File: src/rtl/frame_link_arbiter_if.sv
// Bundle of the two requester ports and the outgoing frame link.
// No latency of its own; pure signal grouping.
// Backpressure: none on the link; requesters are paced by ack/done.
interface frame_link_arbiter_if #(
    parameter int LEN_W = 4
);
    logic             link_en;
    logic             req0;
    logic [7:0]       addr0;
    logic [LEN_W-1:0] len0;
    logic [7:0]       data0;
    logic             ack0;
    logic             done0;
    logic             req1;
    logic [7:0]       addr1;
    logic [LEN_W-1:0] len1;
    logic [7:0]       data1;
    logic             ack1;
    logic             done1;
    logic [7:0]       word_out;
    logic             word_valid;
    logic [1:0]       grant;

    // Requester/link side: drives requests, observes the framed link.
    modport master (
        output link_en, req0, addr0, len0, data0, req1, addr1, len1, data1,
        input  ack0, done0, ack1, done1, word_out, word_valid, grant
    );

    // Arbiter side.
    modport slave (
        input  link_en, req0, addr0, len0, data0, req1, addr1, len1, data1,
        output ack0, done0, ack1, done1, word_out, word_valid, grant
    );
endinterface

File: src/rtl/frame_link_arbiter.sv
// Round-robin scheduler framing two requesters onto one 8-bit link (HDR, addr, data*, TRL).
// Latency: HDR appears 1 clock after a grant decision; a frame with N data words is N+3 words.
// Backpressure: none on the link; link_en only gates new grants, ack paces requester data.
module frame_link_arbiter #(
    parameter logic [7:0] HDR   = 8'hC9,
    parameter logic [7:0] TRL   = 8'h9C,
    parameter int         LEN_W = 4
) (
    input  logic                 clk,
    input  logic                 reset,
    frame_link_arbiter_if.slave  bus
);

    typedef enum logic [1:0] {
        IDLE      = 2'd0,
        SEND_ADDR = 2'd1,
        SEND_DATA = 2'd2,
        SEND_TRL  = 2'd3
    } state_t;

    localparam logic [LEN_W-1:0] CNT_ONE = {{(LEN_W-1){1'b0}}, 1'b1};

    state_t           state_q, state_d;
    logic [LEN_W-1:0] cnt_q, cnt_d;
    logic [LEN_W-1:0] len_q, len_d;
    logic [7:0]       addr_q, addr_d;
    logic [7:0]       word_q, word_d;
    logic             vld_q, vld_d;
    logic [1:0]       grant_q, grant_d;
    logic [1:0]       done_q, done_d;
    logic             last_q, last_d;
    logic [1:0]       ack_c;
    logic             win;

    // Winner pick: a lone requester wins outright; on contention the one that lost last time wins.
    always_comb begin
        win = ~last_q;
        if (bus.req0 && !bus.req1) begin
            win = 1'b0;
        end else if (!bus.req0 && bus.req1) begin
            win = 1'b1;
        end
    end

    // Next-state and next-output logic; the current owner is carried in grant_q[1].
    always_comb begin
        state_d = state_q;
        cnt_d   = cnt_q;
        len_d   = len_q;
        addr_d  = addr_q;
        word_d  = word_q;
        vld_d   = vld_q;
        grant_d = grant_q;
        done_d  = 2'b00;
        last_d  = last_q;
        ack_c   = 2'b00;
        case (state_q)
            IDLE: begin
                if (bus.link_en && (bus.req0 || bus.req1)) begin
                    grant_d = win ? 2'b10 : 2'b01;
                    addr_d  = win ? bus.addr1 : bus.addr0;
                    len_d   = win ? bus.len1 : bus.len0;
                    word_d  = HDR;
                    vld_d   = 1'b1;
                    last_d  = win;
                    state_d = SEND_ADDR;
                end else begin
                    word_d  = 8'h00;
                    vld_d   = 1'b0;
                    grant_d = 2'b00;
                end
            end
            SEND_ADDR: begin
                word_d  = addr_q;
                vld_d   = 1'b1;
                cnt_d   = len_q;
                state_d = (len_q != '0) ? SEND_DATA : SEND_TRL;
            end
            SEND_DATA: begin
                ack_c   = grant_q;
                word_d  = grant_q[1] ? bus.data1 : bus.data0;
                vld_d   = 1'b1;
                cnt_d   = cnt_q - CNT_ONE;
                if (cnt_q == CNT_ONE) begin
                    state_d = SEND_TRL;
                end
            end
            SEND_TRL: begin
                word_d  = TRL;
                vld_d   = 1'b1;
                done_d  = grant_q;
                state_d = IDLE;
            end
            default: begin
                state_d = IDLE;
            end
        endcase
    end

    // State and registered outputs; reset clears everything at once, truncating any frame.
    always_ff @(posedge clk or negedge reset) begin
        if (!reset) begin
            state_q <= IDLE;
            cnt_q   <= '0;
            len_q   <= '0;
            addr_q  <= 8'h00;
            word_q  <= 8'h00;
            vld_q   <= 1'b0;
            grant_q <= 2'b00;
            done_q  <= 2'b00;
            last_q  <= 1'b1;
        end else begin
            state_q <= state_d;
            cnt_q   <= cnt_d;
            len_q   <= len_d;
            addr_q  <= addr_d;
            word_q  <= word_d;
            vld_q   <= vld_d;
            grant_q <= grant_d;
            done_q  <= done_d;
            last_q  <= last_d;
        end
    end

    assign bus.ack0       = ack_c[0];
    assign bus.ack1       = ack_c[1];
    assign bus.done0      = done_q[0];
    assign bus.done1      = done_q[1];
    assign bus.word_out   = word_q;
    assign bus.word_valid = vld_q;
    assign bus.grant      = grant_q;

endmodule
File: src/flat_wrapper.sv
// flat-port wrapper written by rule: the top's interface ports become plain ports
module frame_link_arbiter_flat 
#(
    parameter logic [7:0] HDR   = 8'hC9,
    parameter logic [7:0] TRL   = 8'h9C,
    parameter int         LEN_W = 4
)
  (clk, reset, bus_link_en, bus_req0, bus_addr0, bus_len0, bus_data0, bus_req1, bus_addr1, bus_len1, bus_data1, bus_ack0, bus_done0, bus_ack1, bus_done1, bus_word_out, bus_word_valid, bus_grant);
  frame_link_arbiter_if #(.LEN_W(LEN_W)) bus_i ();
  input  logic clk;
  input  logic reset;
  input wire logic [$bits(bus_i.link_en)-1:0] bus_link_en;
  input wire logic [$bits(bus_i.req0)-1:0] bus_req0;
  input wire logic [$bits(bus_i.addr0)-1:0] bus_addr0;
  input wire logic [$bits(bus_i.len0)-1:0] bus_len0;
  input wire logic [$bits(bus_i.data0)-1:0] bus_data0;
  input wire logic [$bits(bus_i.req1)-1:0] bus_req1;
  input wire logic [$bits(bus_i.addr1)-1:0] bus_addr1;
  input wire logic [$bits(bus_i.len1)-1:0] bus_len1;
  input wire logic [$bits(bus_i.data1)-1:0] bus_data1;
  output wire logic [$bits(bus_i.ack0)-1:0] bus_ack0;
  output wire logic [$bits(bus_i.done0)-1:0] bus_done0;
  output wire logic [$bits(bus_i.ack1)-1:0] bus_ack1;
  output wire logic [$bits(bus_i.done1)-1:0] bus_done1;
  output wire logic [$bits(bus_i.word_out)-1:0] bus_word_out;
  output wire logic [$bits(bus_i.word_valid)-1:0] bus_word_valid;
  output wire logic [$bits(bus_i.grant)-1:0] bus_grant;
  assign bus_i.link_en = bus_link_en;
  assign bus_i.req0 = bus_req0;
  assign bus_i.addr0 = bus_addr0;
  assign bus_i.len0 = bus_len0;
  assign bus_i.data0 = bus_data0;
  assign bus_i.req1 = bus_req1;
  assign bus_i.addr1 = bus_addr1;
  assign bus_i.len1 = bus_len1;
  assign bus_i.data1 = bus_data1;
  assign bus_ack0 = bus_i.ack0;
  assign bus_done0 = bus_i.done0;
  assign bus_ack1 = bus_i.ack1;
  assign bus_done1 = bus_i.done1;
  assign bus_word_out = bus_i.word_out;
  assign bus_word_valid = bus_i.word_valid;
  assign bus_grant = bus_i.grant;
  frame_link_arbiter #(.HDR(HDR), .TRL(TRL), .LEN_W(LEN_W)) u_core (.clk(clk), .reset(reset), .bus(bus_i));
endmodule
File: config.mk
export PLATFORM = sky130hd
export DESIGN_NAME = frame_link_arbiter_flat
export DESIGN_NICKNAME = d
export VERILOG_FILES = /design/src/rtl/frame_link_arbiter_if.sv /design/src/rtl/frame_link_arbiter.sv /design/src/flat_wrapper.sv
export SDC_FILE = /design/constraint.sdc
export NUM_CORES = 1
export LEC_CHECK = 0
export CORE_MARGIN = 8
export CORE_UTILIZATION = 45
export CTS_BUF_LIST = sky130_fd_sc_hd__clkbuf_8
export DETAILED_ROUTE_END_ITERATION = 10
export PLACE_DENSITY = 0.77
export SYNTH_ARGS = -nofsm -noshare
export SYNTH_HDL_FRONTEND = slang
export SYNTH_SLANG_ARGS = --single-unit
File: constraint.sdc
create_clock -name clk -period 2 [get_ports clk]
set_input_delay 0.5 -clock clk [delete_from_list [all_inputs] [get_ports clk]]
set_output_delay 0.5 -clock clk [all_outputs]
set_load 0.01 [all_outputs]
# Yosys cells after proc, flatten, opt, wreduce, memory -nomap -nowiden
# Cells that the tools add are included.
# word_totals
register_bits,32
wordCells,47
out_inout_bits,15
# classes
addsub,1
muxes,18
n_reduce_logical,12
eq_ne,6
n_bitwise,1
# op_table
operator,count
$pmux W8 S4,1
$mux W8,3
$mux W2,6
$pmux W2 S4,1
$pmux W4 S2,1
$eq A2 B2 Y1 const B,2
$eq A4 B1 Y1 const B,1
$mux W1,4
$mux W4,1
$ne A2 B1 Y1 const B,2
$reduce_and A2 Y1,2
$reduce_bool A4 Y1,1
$sub A4 B1 Y4 const B,1
$logic_and A1 B1 Y1,3
$reduce_or A3 Y1,1
$eq A2 B1 Y1 const B,1
$logic_not A1 Y1,2
$logic_not A2 Y1,1
$pmux W1 S2,1
$reduce_bool A2 Y1,1
$logic_or A1 B1 Y1,1
$not A1 Y1,1

# Depth between registers and ports, before layout
# logic_depth
ltp_word,6
depth_mapped,7
ltp_nobuf,6

# Least setup slack after synthesis
# OpenSTA, ideal clock, no wires.
# synth_path
path_type,register -> output
startpoint,reg u_core.state_q[0]
endpoint,out bus_ack1
arrival_ns,1.170
stages_incl_launch_ff,5
setup_slack_ns,0.330
cell_sequence,dfrtp_1 -> inv_1 -> ha_1 -> buf_2 -> and2_1
# synth_via
elab_chain_len,2
# synth_lines
item,line_no,text
start: declaration,frame_link_arbiter.sv:23,"state_t state_q, state_d;"
start signal: assignment,frame_link_arbiter.sv:113,state_q <= state_d;
$eq A2 B2 Y1,frame_link_arbiter.sv:57,case (state_q)
$mux W2,frame_link_arbiter.sv:57,
end: declaration,flat_wrapper.sv:23,output wire logic [$bits(bus_i.ack1)-1:0] bus_ack1;
# No other way between the ends.

# Worst setup path after layout
# layout_path
startpoint,reg u_core.state_q[1]
endpoint,out bus_ack1
# The elaborated chain is that of the path after synthesis.

==> results.py <==
metrics = {
    "finish": {
        "seq_area_sq_um": 803.3,
        "nets": 268,
        "drive_gt1_share_pct": 12.15,
        "area_growth_pct": 48.15,
        "multi_input_area_sq_um": 680.7,
        "diodes": 0,
        "nFillCells": 276,
    },
    "synth": {
        "synth-async-reset-ratio_pct": 100.0,
        "synth_compound_area_share_pct": 21.01,
        "synth_top_area_share_pct": 48.78,
        "synth_nets": 200,
        "synth-main-ff-cell": "dfrtp_1",
        "yosysSeqAreaShare_pct": 50.43,
        "syn_avg_cell_area_sq_um": 10.97,
        "synth_fa_ha_area_share_pct": 7.868,
        "yosys.area_share.simple_pct": 6.845,
        "ys_warn_count": 0,
        "synthCells": 145,
        "yosys.area.top_type": "dfrtp_1",
        "synth_mux_area_share_pct": 6.924,
        "synth_xor_xnor_area_share_pct": 0,
        "synth_area_leaders": "dfrtp_1 (49%), ha_1 (7.9%), a222oi_1 (7.6%)",
        "synth_seq_cells": 32,
        "synth_edf_count": 0,
        "synth_top_family_by_area": "compound AO/OA/AOI/OAI gates",
        "synth.most_common_cell": "dfrtp_1",
        "syn-cell-area_sq_um": 1590,
        "synth_common_cells": "dfrtp_1 (31), inv_1 (19), a222oi_1 (12), ha_1 (10)",
        "synth.distinct_cells": 31,
    },
    "run_status": {
        "status": "finished clean",
    },
    "drt": {
        "drt_wl_total_microns": 4457,
        "drt-pass1-iter-count": 7,
        "wl_per_cell_microns": 17.14,
        "drt_iter0_markers": 112,
        "drcViolationCount": 0,
        "ant_nets": 0,
        "num_vias": 1414,
        "drt-vias-per-instance": 5.438,
    },
    "clocking": {
        "cts.clk_slew.worst_paths_ps": 60,
        "root_buffer": "clkbuf_8",
        "clk_latency_ps": 280,
        "htree_levels": 2,
        "postCtsHoldBufs": 0,
        "tritoncts": "yes",
        "cts_buffers": 5,
        "cts_buffer_depth": 2,
        "cts.sinks": 32,
    },
    "worst_setup_path": {
        "cp-end-kind": "output pin",
        "crit_type": "flip-flop to output pin",
        "critPathLaunchType": "flip-flop",
        "worstPathArrival_ps": 1350,
        "cp_slowest_cell": "dfrtp_2",
        "rr_worst_depth": 7,
        "path_max_fanout": 6,
        "path_cells": "ha_2 -> and2_1 -> dlygate4sd2_1",
        "max_stage_delay_ps": 450,
        "crit_required_ps": 1500,
    },
    "placement": {
        "io_buffers": 59,
        "place_hpwl_microns": 3419,
        "place_ws_ps": 52.44,
        "gp_congestion": 0.7822,
    },
    "global_routing": {
        "grt_first_pass_wirelength_microns": 7189,
        "grt_overflow": 0,
        "grt_usage_pct": 16.80,
        "grt_max_degree": 33,
        "antenna_found_initial": 0,
        "grt_pass1_vias": 1501,
    },
    "sta": {
        "setup_slack_ps": 153.6,
        "skew_ps": 8.226,
        "drv_slew": 0,
        "setup_violations": 0,
        "max_clock_freq_ghz": 0.5416,
        "fin_hold_ws_ps": 485.3,
        "fin_setup_tns_ps": 0,
        "grt_setup_unrepaired": "false",
        "final_hold_viol_count": 0,
        "min_period_ps": 1846,
        "tightest_slew_ps": 401.0,
        "relSlewSlack_pct": 73.26,
        "fin_crit_sh_pct": 92.32,
    },
    "floorplan": {
        "die_y_microns": 75.45,
        "die_w_microns": 75.45,
        "num_rows": 21,
        "num_io_pins": 60,
        "dieArea_sq_um": 5692,
        "start_util_pct": 47.28,
        "core_area_sq_um": 3363,
    },
    "power": {
        "p_leak_uw": 0.001117,
        "p_comb_share_pct": 49.3,
        "vdd_drop_max_mv": 0.7390,
        "p_switching_uw": 1174,
        "power.density_nw_per_um2": 1327,
        "swShare_pct": 37.57,
        "clkPwrFrac_pct": 14.4,
        "intPower_uw": 1951,
        "pwr-share-seq_pct": 36.3,
    },
    "hold_path": {
        "min_path_type": "flip-flop to flip-flop",
        "min_delay_path_depth": 2,
    },
    "flow_run": {
        "cap_violations": 0,
    },
}
## cell usage in the layout, fill, tap and decap left out, types with 2 or more instances in the layout
| master | synthesis | routed |
|---|---|---|
| o211ai_1 | 2 | 2 |
| nor2_1 | 7 | 7 |
| inv_1 | 19 | 21 |
| mux2_2 | 5 | 5 |
| clkdlybuf4s50_1 | 0 | 57 |
| clkbuf_8 | 0 | 5 |
| ha_1 | 10 | 9 |
| a222oi_1 | 12 | 12 |
| and2_1 | 4 | 4 |
| dlygate4sd2_1 | 0 | 2 |
| dfrtp_1 | 31 | 30 |
| a21oi_1 | 7 | 7 |
| o22ai_1 | 2 | 2 |
| mux2_1 | 3 | 3 |
| nand2_1 | 3 | 3 |
| o21ai_0 | 6 | 6 |
| a221oi_1 | 4 | 4 |
| buf_4 | 1 | 10 |
| a21o_1 | 2 | 2 |
| mux2i_1 | 2 | 2 |
| a22oi_1 | 4 | 4 |
| nand3_1 | 4 | 4 |
## metal layers
layer  track usage, %  up-vias  wire length, microns
li1                 -      669                     -
met1            18.03      681                  1773
met2            31.45       61                  2269
met3            5.395        3                   389
met4            2.985        0                    25
met5                0        -                     0
## logic make-up (layout without fill, tap and decap cells)
family,Yosys count,in the layout
AOI/OAI and AO/OA,44,44
DFF,32,32
buffers and inverters,27,96
and+or+nand+nor,22,22
adders and majority gates,10,10
muxes,10,10
## power by group through the flow
stage                     registers (uW)  clock network, uW  logic [uW]
after floorplan                     1150                  0         886
after global placement              1120                  0        1490
after detailed placement            1140                  0        1540
after CTS                           1130                458        1550
after global routing                1180                486        1720
final                               1130                451        1540
## critical path: cells and delay by family, from the launching register on
family,cells,cell delay [ps]
AND/OR/NAND/NOR,1,140
buffers and inverters,1,280
flip-flops,1,450
adder cells (fa/ha/maj),1,200
## through the flow
stage	total power, uW	area (sq um)	util (%)	instances
after floorplan	2038	1590	-	145
after global placement	2610	2275	67.63	252
after detailed placement	2674	2275	67.63	252
after CTS	3137	2356	70.05	260
after global routing	3389	2356	70.05	260
final	3126	2356	70.05	260
## area by class of cell
class / instances / area share (%)
Sequential cell: 32 / 34.09
Multi-Input combinational cell: 86 / 28.89
Timing Repair Buffer: 69 / 28.15
Inverter: 19 / 3.027
Clock buffer: 5 / 2.921
Tap cell: 46 / 2.443
Clock inverter: 3 / 0.4780
## sequential cells by signal (all words and copies together), names as in the netlist
name / count
u_core.state_q: 2
u_core.done_q: 2
u_core.len_q: 4
u_core.addr_q: 8
u_core.bus.word_out: 8
u_core.cnt_q: 4
u_core.bus.word_valid: 1
u_core.bus.grant: 2
u_core.last_q: 1
## worst paths after layout
path / startpoint / endpoint / slack (ps)
max: u_core.state_q[1]$_DFFE_PN0P_ / bus_ack1 / 150
min: u_core.last_q$_DFFE_PN1P_ / u_core.last_q$_DFFE_PN1P_ / 490
max reg2reg: u_core.state_q[1]$_DFFE_PN0P_ / u_core.addr_q[1]$_DFFE_PN0P_ / 280
min reg2reg: u_core.last_q$_DFFE_PN1P_ / u_core.last_q$_DFFE_PN1P_ / 490
max in group asynchronous: reset / u_core.last_q$_DFFE_PN1P_ / 1040
min in group asynchronous: reset / u_core.addr_q[7]$_DFFE_PN0P_ / 620
## what timing repair did
action / 4_1_cts / 5_1_grt
resized for setup: 5 / 0
buffers inserted: 0 / 0
setup endpoints to repair: 2 / 0
Power figures use the tool's default switching activity.
